File: src/rtl/asrv32_dmem_interface.sv
// Memory-access stage bridge to a Wishbone-classic data bus: one bus cycle per load/store,
// right-aligned load data, pipeline stall until completion, fault or timeout.
module asrv32_dmem_interface #(
  parameter int unsigned TIMEOUT_CYCLES = 255
) (
  input  logic        i_clk,
  input  logic        i_rst_n,
  input  logic        i_req,
  input  logic        i_we,
  input  logic [31:0] i_addr,
  input  logic [1:0]  i_size,
  input  logic [31:0] i_wdata,
  input  logic [3:0]  i_wmask,
  output logic [31:0] o_rdata,
  output logic        o_done,
  output logic        o_fault,
  output logic        o_stall,
  output logic        o_bus_cyc,
  output logic        o_bus_stb,
  output logic        o_bus_we,
  output logic [31:0] o_bus_addr,
  output logic [31:0] o_bus_wdata,
  output logic [3:0]  o_bus_sel,
  input  logic        i_bus_ack,
  input  logic        i_bus_err,
  input  logic [31:0] i_bus_rdata
);

  localparam int unsigned CNT_W = (TIMEOUT_CYCLES > 1) ? $clog2(TIMEOUT_CYCLES) : 1;
  localparam int unsigned TMAX  = (TIMEOUT_CYCLES > 0) ? TIMEOUT_CYCLES - 1 : 0;

  typedef enum logic {IDLE, BUSY} state_t;

  state_t           state, state_nxt;
  logic [CNT_W-1:0] cnt;
  logic [1:0]       off;
  logic [1:0]       size;
  logic             we;
  logic             aligned, expired;
  logic             start, bad, fin, fin_fault;

  function automatic logic [31:0] align_load(input logic [31:0] d, input logic [1:0] sz,
                                             input logic [1:0] o);
    logic [31:0] r;
    case (sz)
      2'b00:   r = d >> {o, 3'b000};
      2'b01:   r = d >> {o[1], 4'b0000};
      default: r = d;
    endcase
    return r;
  endfunction

  always_comb begin
    case (i_size)
      2'b00:   aligned = 1'b1;
      2'b01:   aligned = ~i_addr[0];
      2'b10:   aligned = (i_addr[1:0] == 2'b00);
      default: aligned = 1'b0;
    endcase
  end

  assign expired = (TIMEOUT_CYCLES != 0) && (cnt == TMAX[CNT_W-1:0]);
  assign o_stall = (state != IDLE) | i_req;

  // Misaligned requests complete straight from IDLE, so the done cycle always sees IDLE.
  always_comb begin
    state_nxt = state;
    start     = 1'b0;
    bad       = 1'b0;
    fin       = 1'b0;
    fin_fault = 1'b0;
    case (state)
      IDLE: begin
        if (i_req) begin
          if (aligned) begin
            start     = 1'b1;
            state_nxt = BUSY;
          end else begin
            bad = 1'b1;
          end
        end
      end
      BUSY: begin
        if (i_bus_err) begin
          fin       = 1'b1;
          fin_fault = 1'b1;
        end else if (i_bus_ack) begin
          fin = 1'b1;
        end else if (expired) begin
          fin       = 1'b1;
          fin_fault = 1'b1;
        end
        if (fin) state_nxt = IDLE;
      end
      default: state_nxt = IDLE;
    endcase
  end

  always_ff @(posedge i_clk or negedge i_rst_n) begin
    if (!i_rst_n) begin
      state       <= IDLE;
      cnt         <= '0;
      off         <= 2'b00;
      size        <= 2'b00;
      we          <= 1'b0;
      o_rdata     <= '0;
      o_done      <= 1'b0;
      o_fault     <= 1'b0;
      o_bus_cyc   <= 1'b0;
      o_bus_stb   <= 1'b0;
      o_bus_we    <= 1'b0;
      o_bus_addr  <= '0;
      o_bus_wdata <= '0;
      o_bus_sel   <= 4'b0000;
    end else begin
      state   <= state_nxt;
      o_done  <= fin | bad;
      o_fault <= fin_fault | bad;
      if (start) begin
        o_bus_cyc   <= 1'b1;
        o_bus_stb   <= 1'b1;
        o_bus_we    <= i_we;
        o_bus_addr  <= {i_addr[31:2], 2'b00};
        o_bus_wdata <= i_wdata;
        o_bus_sel   <= i_we ? i_wmask : 4'b1111;
        off         <= i_addr[1:0];
        size        <= i_size;
        we          <= i_we;
        cnt         <= '0;
      end else if (state == BUSY && !fin) begin
        cnt <= cnt + CNT_W'(1);
      end
      if (fin) begin
        o_bus_cyc <= 1'b0;
        o_bus_stb <= 1'b0;
        o_bus_we  <= 1'b0;
        o_bus_sel <= 4'b0000;
        o_rdata   <= (fin_fault || we) ? 32'h0 : align_load(i_bus_rdata, size, off);
      end
      if (bad) o_rdata <= 32'h0;
    end
  end

endmodule

File: config.mk
export PLATFORM = sky130hd
export DESIGN_NAME = asrv32_dmem_interface
export DESIGN_NICKNAME = d
export VERILOG_FILES = /design/src/rtl/asrv32_dmem_interface.sv
export SDC_FILE = /design/constraint.sdc
export NUM_CORES = 1
export LEC_CHECK = 0
export BUFFER_PORTS_ARGS = -buffer_cell sky130_fd_sc_hd__buf_2
export CAP_MARGIN = 20
export CORE_ASPECT_RATIO = 0.5
export CORE_MARGIN = 2
export CORE_UTILIZATION = 45
export CTS_CLUSTER_SIZE = 12
export DETAILED_ROUTE_END_ITERATION = 7
export PLACE_DENSITY = 0.85
export SLEW_MARGIN = 40
export SYNTH_ARGS = -nofsm -noshare
export SYNTH_HDL_FRONTEND = slang
export SYNTH_SLANG_ARGS = --single-unit
File: constraint.sdc
create_clock -name i_clk -period 1.7 [get_ports i_clk]
set_input_delay 0.34 -clock i_clk [delete_from_list [all_inputs] [get_ports i_clk]]
set_output_delay 0.34 -clock i_clk [all_outputs]
set_load 0.02 [all_outputs]
==> results.sh, run 1 <==
export IMPL_fp_dieH_microns=81.25
export IMPL_maxSlewHeadroom_pct=62.01
export IMPL_cts_tree="built"
export IMPL_routabilityCongestion=0.8634
export IMPL_synth_distinct_cells=45
export IMPL_grt_util_met1_pct=29.58
export IMPL_clkSinkCount=116
export IMPL_cp_required_ns=2.03
export IMPL_worstSetupStartpoint="cnt[0]"
export IMPL_drtIter0Drc=290
export IMPL_start_util_pct=45.76
export IMPL_grt_usage_pct=24.29
export IMPL_max_cap_viol_count=0
export IMPL_endpoint_kind="register"
export IMPL_status="completed"
export IMPL_crit_fanout=4
export IMPL_synth_edf_count=0
export IMPL_synth_top_family_by_area="simple AND/OR/NAND/NOR gates"
export IMPL_setup_viol_count_final=0
export IMPL_synth_top_cell_by_area="dfrtp_1"
export IMPL_insertion_delay_ns=0.41
export IMPL_synth_most_common_cell="nand2_1"
export IMPL_num_io_pins=214
export IMPL_dp_slack_ns=-0.08170
export IMPL_wl_per_cell_microns=16.62
export IMPL_antennaDiodeCount=0
export IMPL_worst_slew_pin_transition_ns=0.5686
export IMPL_synth_xor_area_share_pct=0.4893
export IMPL_arrival_ns=2.02
export IMPL_synthToLayoutAreaGrowth_pct=39.47
export IMPL_grt_setup_unrepaired="yes"
export IMPL_fin_crit_sh_pct=99.16
export IMPL_p_leak_nw=4.053
export IMPL_vias=5094
export IMPL_post_dp_hpwl_microns=10590
export IMPL_grt_pass1_vias=4964
export IMPL_synth_compound_area_share_pct=16.43
export IMPL_async_flop_share_pct=100.0
export IMPL_drive_gt1_share_pct=36.59
export IMPL_post_route_util_pct=63.82
export IMPL_hold_class="in2reg"
export IMPL_crit_chain="buf_4 > buf_4 > ha_1 > and4bb_2 > o21ai_0 > or3_1 > a21oi_1"
export IMPL_die_w_microns=158.5
export IMPL_vias_per_cell=5.290
export IMPL_synth_fa_ha_area_share_pct=0.4660
export IMPL_vdd_drop_max_mv=0.6632
export IMPL_slowest_stage="or3_1"
export IMPL_grt_util_met3_pct=6.083
export IMPL_grt_busiest_layer="met2"
export IMPL_layout_setup_ws_ns=0.01429
export IMPL_period_needed_ns=1.686
export IMPL_drc_errors=0
export IMPL_yosys_area_share_simple_pct=22.13
export IMPL_fp_coreArea_sq_mm=0.01174
export IMPL_port_buffers=211
export IMPL_synth_common_cells="nand2_1 (204), dfrtp_1 (116), a22o_1 (20), buf_2 (20), nand2b_1 (17)"
export IMPL_grtUsageMet2_pct=41.00
export IMPL_layout_nets=895
export IMPL_synthTopCellsByArea="dfrtp_1 (54%), nand2_1 (14%), a22o_1 (3.3%)"
export IMPL_synthesis_area_sq_mm=0.005370
export IMPL_synth_area_mux_share_pct=1.491
export IMPL_hold_viol_final=0
export IMPL_clockBufferDepth=2
export IMPL_synth_top_area_share_pct=54.05
export IMPL_grt_pass1_wl_microns=24120
export IMPL_critical_path_class="reg2reg"
export IMPL_cp_common_cell="buf_4"
export IMPL_cpPeakStageDelay_ns=0.35
export IMPL_syn_instance_count=565
export IMPL_syn_avg_cell_area_sq_um=9.505
export IMPL_fillers=909
export IMPL_startpoint_type="register"
export IMPL_clkSlewWorstSetupHoldPaths_ns=0.06
export IMPL_rows=28
export IMPL_dr_pass1_iters=5
export IMPL_wirelength_microns=16000
export IMPL_finalMaxSlewViolations=0
export IMPL_antenna_found_initial=0
export IMPL_htree_levels=4
export IMPL_grt_max_degree=55
export IMPL_cts_buffers=17
export IMPL_dp_cells=924
export IMPL_hold_start="i_addr[14]"
export IMPL_power_density_mw_per_mm2=1327
export IMPL_fin_cells=963
export IMPL_skew_ns=0.006576
export IMPL_ys_ff_latch=116
export IMPL_ys_warn_count=0
export IMPL_detail_route_antenna_nets=0
export IMPL_grt_overflow=0
export IMPL_cts_root_buf="clkbuf_16"
export IMPL_synth_flop_cell="dfrtp_1"
export IMPL_r2r_start="cnt[0]"
export IMPL_ys_seq_area_share_pct=54.05
export IMPL_die_area_sq_mm=0.01288
export IMPL_maxClockFrequency_mhz=593.2
## layer usage
layer	vias to the layer above	routed length, microns
li1	2387	-
met1	2447	6430
met2	225	8158
met3	35	983
met4	0	429
met5	-	0
## sequential cells by signal, indices dropped and copies added, names as in the netlist
signal	count
o_bus_addr	30
state	1
cnt	8
o_bus_we	1
o_rdata	32
o_bus_stb	1
o_bus_wdata	32
o_done	1
o_fault	1
off	2
we	1
size	2
o_bus_sel	4
## logic make-up (layout without fill, tap and decap cells)
group,count (synthesis),in the layout
xor+xnor,3,3
fa+ha+maj,2,2
flops,116,116
buf+inv,54,286
simple gates,269,269
compound gates,112,112
mux,8,8
other cells,1,2
## placed cells by master (no fill, tap or decap), drive strengths merged, types with 9 or more instances in the layout
| cell | Yosys | final |
|---|---|---|
| inv | 11 | 14 |
| nand2 | 204 | 204 |
| buf | 29 | 240 |
| nand2b | 17 | 17 |
| nor2 | 17 | 17 |
| o21ai | 13 | 13 |
| a21oi | 12 | 12 |
| o21bai | 9 | 9 |
| dfrtp | 116 | 116 |
| a22o | 20 | 20 |
| clkbuf | 14 | 18 |
## final timing paths
path | cells after the start | end | slack [ns]
setup / recovery | 7 | cnt[4] | 0.01
min in group asynchronous | 2 | o_bus_wdata[16] | 0.41
max in group asynchronous | 3 | o_bus_addr[2] | 0.72
hold reg to reg | 2 | o_bus_addr[19] | 0.47
hold / removal | 3 | o_bus_addr[14] | 0.11
setup reg to reg | 7 | cnt[4] | 0.01
## power by group
group	leakage [nW]	internal, mW	switching, mW
clock	0.289	2.46	1.36
sequential	1.49	3.21	0.292
combinational	2.27	1.02	1.60
total	4.05	6.69	3.25
## metrics by stage
step                      power, mW  area, sq um  hold WS (ns)  setup TNS [ns]
after floorplan               5.037         5374       0.04441               0
after global routing          10.40         7490        0.1043         -0.4434
after detailed placement      6.011         6705        0.2930         -0.9357
after CTS                     9.897         7401        0.1012               0
after global placement        5.931         6705        0.2871        -0.03375
final                         9.937         7490        0.1147               0
## final cells by class
cell class | count | area [sq um] | share of cell area [%]
tap | 165 | 206.4 | 2.756
clock inverter | 15 | 205.2 | 2.740
clock buffer | 17 | 425.4 | 5.680
sequential | 116 | 2907 | 38.81
inverter | 11 | 41.29 | 0.5513
timing repair buffer | 243 | 1439 | 19.21
multi-input combinational | 396 | 2266 | 30.25
## repair_timing
action / in CTS / in global routing
hold buffers: 1 / 0
hold endpoints to repair: 24 / 0
cloned: 1 / 1
setup endpoints to repair: 18 / 25
pin swaps: 0 / 16
buffers inserted: 0 / 4
gates resized for setup: 5 / 9
## worst max-delay path, delay by kind of cell, from the launching register on
kind | cells | cell delay, ns
buffers and inverters | 2 | 0.22
and+or+nand+nor | 2 | 0.60
adders and majority gates | 1 | 0.14
AOI/OAI and AO/OA | 2 | 0.32
DFF | 1 | 0.34
Power figures use the tool's default switching activity.
==> inputs of run 2 (changes only) <==
--- a/config.mk
+++ b/config.mk
@@ -12,7 +12,7 @@
 export CORE_UTILIZATION = 45
 export CTS_CLUSTER_SIZE = 12
 export DETAILED_ROUTE_END_ITERATION = 7
-export PLACE_DENSITY = 0.85
+export PLACE_DENSITY = 0.75
 export SLEW_MARGIN = 40
 export SYNTH_ARGS = -nofsm -noshare
 export SYNTH_HDL_FRONTEND = slang
==> results.sh, run 2 (synthesis results as in run 1) <==
export IMPL_drive_gt1_share_pct=35.89
export IMPL_htree_levels=4
export IMPL_detail_route_antenna_nets=0
export IMPL_start_util_pct=45.76
export IMPL_fin_setup_tns_ns=0
export IMPL_final_cell_mix="buf_2 (209), nand2_1 (204), dfrtp_1 (116)"
export IMPL_critical_path_class="reg2reg"
export IMPL_whs_ns=0.1139
export IMPL_layout_setup_ws_ns=0.02611
export IMPL_port_buffers=211
export IMPL_final_common_cell="buf_2"
export IMPL_post_dp_hpwl_microns=10300
export IMPL_grt_max_degree=59
export IMPL_setup_viol_count_final=0
export IMPL_dp_slack_ns=-0.0005651
export IMPL_fp_coreArea_sq_mm=0.01174
export IMPL_period_needed_ns=1.674
export IMPL_grt_pass1_wl_microns=23050
export IMPL_fp_dieH_microns=81.25
export IMPL_grt_usage_pct=23.27
export IMPL_wl_per_cell_microns=15.59
export IMPL_hold_class="in2reg"
export IMPL_vdd_drop_max_mv=0.6454
export IMPL_antennaDiodeCount=0
export IMPL_finalMaxSlewViolations=0
export IMPL_vias=4922
export IMPL_cts_tree="built"
export IMPL_grt_setup_unrepaired="yes"
export IMPL_max_cap_viol_count=0
export IMPL_fin_crit_sh_pct=98.46
export IMPL_grt_busiest_layer="met2"
export IMPL_maxClockFrequency_mhz=597.4
export IMPL_die_w_microns=158.5
export IMPL_top_regs="o_bus_wdata (32), o_rdata (32), o_bus_addr (30)"
export IMPL_cts_root_buf="clkbuf_16"
export IMPL_layout_nets=891
export IMPL_skew_ns=0.006066
export IMPL_fin_cells=959
export IMPL_worst_slew_pin_transition_ns=0.5990
export IMPL_crit_fanout=5
export IMPL_cp_required_ns=2.03
export IMPL_clkSlewWorstSetupHoldPaths_ns=0.06
export IMPL_synthToLayoutAreaGrowth_pct=36.95
export IMPL_insertion_delay_ns=0.41
export IMPL_clkSinkCount=116
export IMPL_vias_per_cell=5.132
export IMPL_grt_pass1_vias=4629
export IMPL_grtUsageMet2_pct=38.83
export IMPL_drtIter0Drc=297
export IMPL_antenna_found_initial=0
export IMPL_grt_overflow=0
export IMPL_grt_util_met3_pct=5.176
export IMPL_endpoint_kind="register"
export IMPL_arrival_ns=2.00
export IMPL_maxSlewHeadroom_pct=59.98
export IMPL_die_area_sq_mm=0.01288
export IMPL_p_leak_nw=4.002
export IMPL_dr_pass1_iters=5
export IMPL_hold_viol_final=0
export IMPL_cts_buffers=17
export IMPL_grt_util_met1_pct=29.42
export IMPL_num_io_pins=214
export IMPL_drc_errors=0
export IMPL_status="completed"
export IMPL_power_density_mw_per_mm2=1262
export IMPL_power_mw=9.279
export IMPL_startpoint_type="register"
export IMPL_wirelength_microns=14950
export IMPL_routabilityCongestion=0.8317
export IMPL_dp_cells=922
export IMPL_clockBufferDepth=2
export IMPL_rows=28
==> run 2: per-layer routing <==
metal | routed length [microns] | part of all wire [%]
met5 | 0 | 0
met4 | 317 | 2.1
met3 | 949 | 6.3
met2 | 7236 | 48
met1 | 6444 | 43
==> run 2: area by class of cell <==
type	instances	area (sq um)
multi-input combinational	396	2250
tap	165	206.4
timing repair buffer	239	1421
fill	1015	4382
clock buffer	17	425.4
inverter	11	41.29
clock inverter	15	107.6
sequential	116	2903
==> run 2: timing repair <==
action / CTS / global route
buffers inserted: 0 / 1
gates resized for setup: 2 / 9
pin swaps: 0 / 11
endpoints found under the setup margin: 1 / 16
hold buffers: 1 / 0
hold endpoints to repair: 23 / 0
cloned: 0 / 3
==> run 2: path summary, 6_finish.rpt <==
path | start | end | slack [ns] | cells after the start
worst max register to register | cnt[1] | cnt[7] | 0.03 | 5
max in group asynchronous | i_rst_n | o_rdata[23] | 0.72 | 3
worst min register to register | o_bus_addr[16] | o_bus_addr[16] | 0.47 | 2
worst min-delay path | i_addr[8] | o_bus_addr[8] | 0.11 | 3
worst max-delay path | cnt[1] | cnt[7] | 0.03 | 5
min in group asynchronous | i_rst_n | o_bus_wdata[22] | 0.40 | 2
==> run 2: critical path: stages, from the launching register on <==
cell and delay, ns:
dfrtp_1 0.43, ha_4 0.18, nand3_1 0.20, o2111ai_1 0.24, or3_1 0.40, a21oi_1 0.15
==> run 2: metrics by stage <==
step | utilization, % | area [sq um]
after CTS | 61.68 | 7239
after global placement | 57.00 | 6690
final | 62.67 | 7355
after detailed placement | 57.00 | 6690
after floorplan | - | 5374
after global routing | 62.67 | 7355
==> run 2: power breakdown <==
part	internal (mW)	switching, mW
sequential	3.21	0.261
combinational	1.01	1.57
clock	1.86	1.36
total	6.09	3.19
==> inputs of run 3 (changes only) <==
--- a/config.mk
+++ b/config.mk
@@ -12,7 +12,7 @@
 export CORE_UTILIZATION = 45
 export CTS_CLUSTER_SIZE = 12
 export DETAILED_ROUTE_END_ITERATION = 7
-export PLACE_DENSITY = 0.75
+export PLACE_DENSITY = 0.78
 export SLEW_MARGIN = 40
 export SYNTH_ARGS = -nofsm -noshare
 export SYNTH_HDL_FRONTEND = slang
==> results.sh, run 3 (synthesis results as in run 1) <==
export IMPL_grt_usage_pct=23.40
export IMPL_post_dp_hpwl_microns=10680
export IMPL_routabilityCongestion=0.8926
export IMPL_drive_gt1_share_pct=36.52
export IMPL_slowest_stage="dfrtp_1"
export IMPL_dp_cells=927
export IMPL_r2r_start="cnt[0]"
export IMPL_post_cts_setup_buffers=0
export IMPL_clockBufferDepth=2
export IMPL_vdd_drop_max_mv=0.6258
export IMPL_p_leak_nw=4.014
export IMPL_post_route_util_pct=62.75
export IMPL_setup_viol_count_final=0
export IMPL_path_buf_inv=2
export IMPL_status="completed"
export IMPL_crit_chain="inv_1 > ha_2 > nand4_1 > o21ai_4 > nor2_2 > buf_12 > a221o_1"
export IMPL_fp_dieH_microns=81.25
export IMPL_critical_path_class="reg2reg"
export IMPL_die_w_microns=158.5
export IMPL_detail_route_antenna_nets=0
export IMPL_max_cap_viol_count=0
export IMPL_die_area_sq_mm=0.01288
export IMPL_layout_nets=891
export IMPL_num_io_pins=214
export IMPL_r2r_end="o_rdata[17]"
export IMPL_wl_per_cell_microns=15.50
export IMPL_insertion_delay_ns=0.41
export IMPL_cts_root_buf="clkbuf_16"
export IMPL_maxSlewHeadroom_pct=63.45
export IMPL_fillers=995
export IMPL_clkSlewWorstSetupHoldPaths_ns=0.06
export IMPL_synthToLayoutAreaGrowth_pct=37.14
export IMPL_whs_ns=0.1125
export IMPL_hold_start="i_addr[18]"
export IMPL_start_util_pct=45.76
export IMPL_period_needed_ns=1.679
export IMPL_hold_viol_final=0
export IMPL_grt_pass1_wl_microns=23320
export IMPL_arrival_ns=1.97
export IMPL_cts_buffers=17
export IMPL_htree_levels=4
export IMPL_cts_tree="built"
export IMPL_skew_ns=0.01130
export IMPL_grt_overflow=0
export IMPL_cp_required_ns=1.99
export IMPL_dr_pass1_iters=5
export IMPL_fin_cells=960
export IMPL_worst_slew_pin_transition_ns=0.5471
export IMPL_maxClockFrequency_mhz=595.6
export IMPL_cpPeakStageDelay_ns=0.38
export IMPL_dp_slack_ns=0.002587
export IMPL_crit_fanout=13
export IMPL_drc_errors=0
export IMPL_antenna_found_initial=1
export IMPL_fp_coreArea_sq_mm=0.01174
export IMPL_grt_max_degree=42
export IMPL_top_regs="o_bus_wdata (32), o_rdata (32), o_bus_addr (30)"
export IMPL_rows=28
export IMPL_port_buffers=211
export IMPL_clkSinkCount=116
export IMPL_grt_pass1_vias=4735
export IMPL_startpoint_type="register"
export IMPL_critPathTopFamily="compound AO/OA/AOI/OAI gates"
export IMPL_endpoint_kind="register"
export IMPL_min_to="o_bus_addr[18]"
export IMPL_hold_class="in2reg"
export IMPL_vias_per_cell=5.161
export IMPL_stdcell_area_sq_mm=0.007365
export IMPL_power_density_mw_per_mm2=1308
export IMPL_layout_setup_ws_ns=0.02115
export IMPL_hold_depth=3
export IMPL_fin_crit_sh_pct=98.76
export IMPL_reg2reg_depth=7
export IMPL_wirelength_microns=14880
export IMPL_finalMaxSlewViolations=0
export IMPL_grt_setup_unrepaired="yes"
export IMPL_placed_area_sq_mm=0.006728
export IMPL_vias=4955
export IMPL_r2r_setup_slack_ns=0.02
export IMPL_final_cell_mix="buf_2 (209), nand2_1 (204), dfrtp_1 (115)"
export IMPL_final_common_cell="buf_2"
export IMPL_drtIter0Drc=375
-- run 3: cell types whose count changed in the layout (fill, tap and decap cells not counted), moves of 2 or more --
cell and change:
nor2b_1 -2, clkinvlp_4 -4, inv_6 +2, clkbuf_16 -3, nor2_2 +3, clkinv_2 -3
nor2_1 -2, clkinv_4 +2, nor2b_2 +2, buf_4 +4, bufinv_16 +2
-- run 3: cell type report --
cell class / instances / area, sq um / share of cell area, %
tap: 165 / 206.4 / 2.803
inverter: 11 / 41.29 / 0.5607
antenna: 1 / 2.502 / 0.03398
clock buffer: 17 / 425.4 / 5.776
multi-input combinational: 396 / 2251 / 30.56
clock inverter: 15 / 168.9 / 2.294
timing repair buffer: 239 / 1365 / 18.54
sequential: 116 / 2904 / 39.43
-- run 3: how the worst max path moves through the flow --
| stage | start | to | cells after the start |
|---|---|---|---|
| after CTS | cnt[0] | o_rdata[17] | 7 |
| after floorplan | cnt[0] | o_rdata[19] | 7 |
| after global placement | i_addr[0] | o_rdata[16] | 6 |
| after detailed placement | i_addr[0] | o_rdata[31] | 6 |
| after global routing | cnt[0] | o_rdata[23] | 7 |
| final | cnt[0] | o_rdata[17] | 7 |
-- run 3: metal layers --
layer	track usage, %	up-vias	part of all wire [%]
met4	10.09	0	2.3
met1	30.00	2361	43
met5	0	-	0
li1	-	2371	-
met3	4.696	27	5.9
met2	39.22	196	49
-- run 3: per-stage QoR --
stage                     power [mW]  TNS (ns)
after floorplan                5.037         0
after global placement         5.970         0
after detailed placement       6.038         0
after CTS                      9.672         0
after global routing           10.09   -0.1613
final                          9.637         0
-- run 3: report_power, final --
part	internal (mW)	switching [mW]	total, mW
Combinational	0.977	1.56	2.53
Clock	2.20	1.41	3.61
Sequential	3.21	0.286	3.49
-- run 3: what timing repair did --
action	in CTS	in global routing
setup endpoints to repair	1	26
endpoints found under the hold margin	21	0
hold buffers	1	0
resized for setup	2	10
-- run 3: tightest hold or removal path: cells and delay by family --
kind / cells / cell delay [ns]
buffers and inverters: 1 / 0.07
and+or+nand+nor: 2 / 0.08
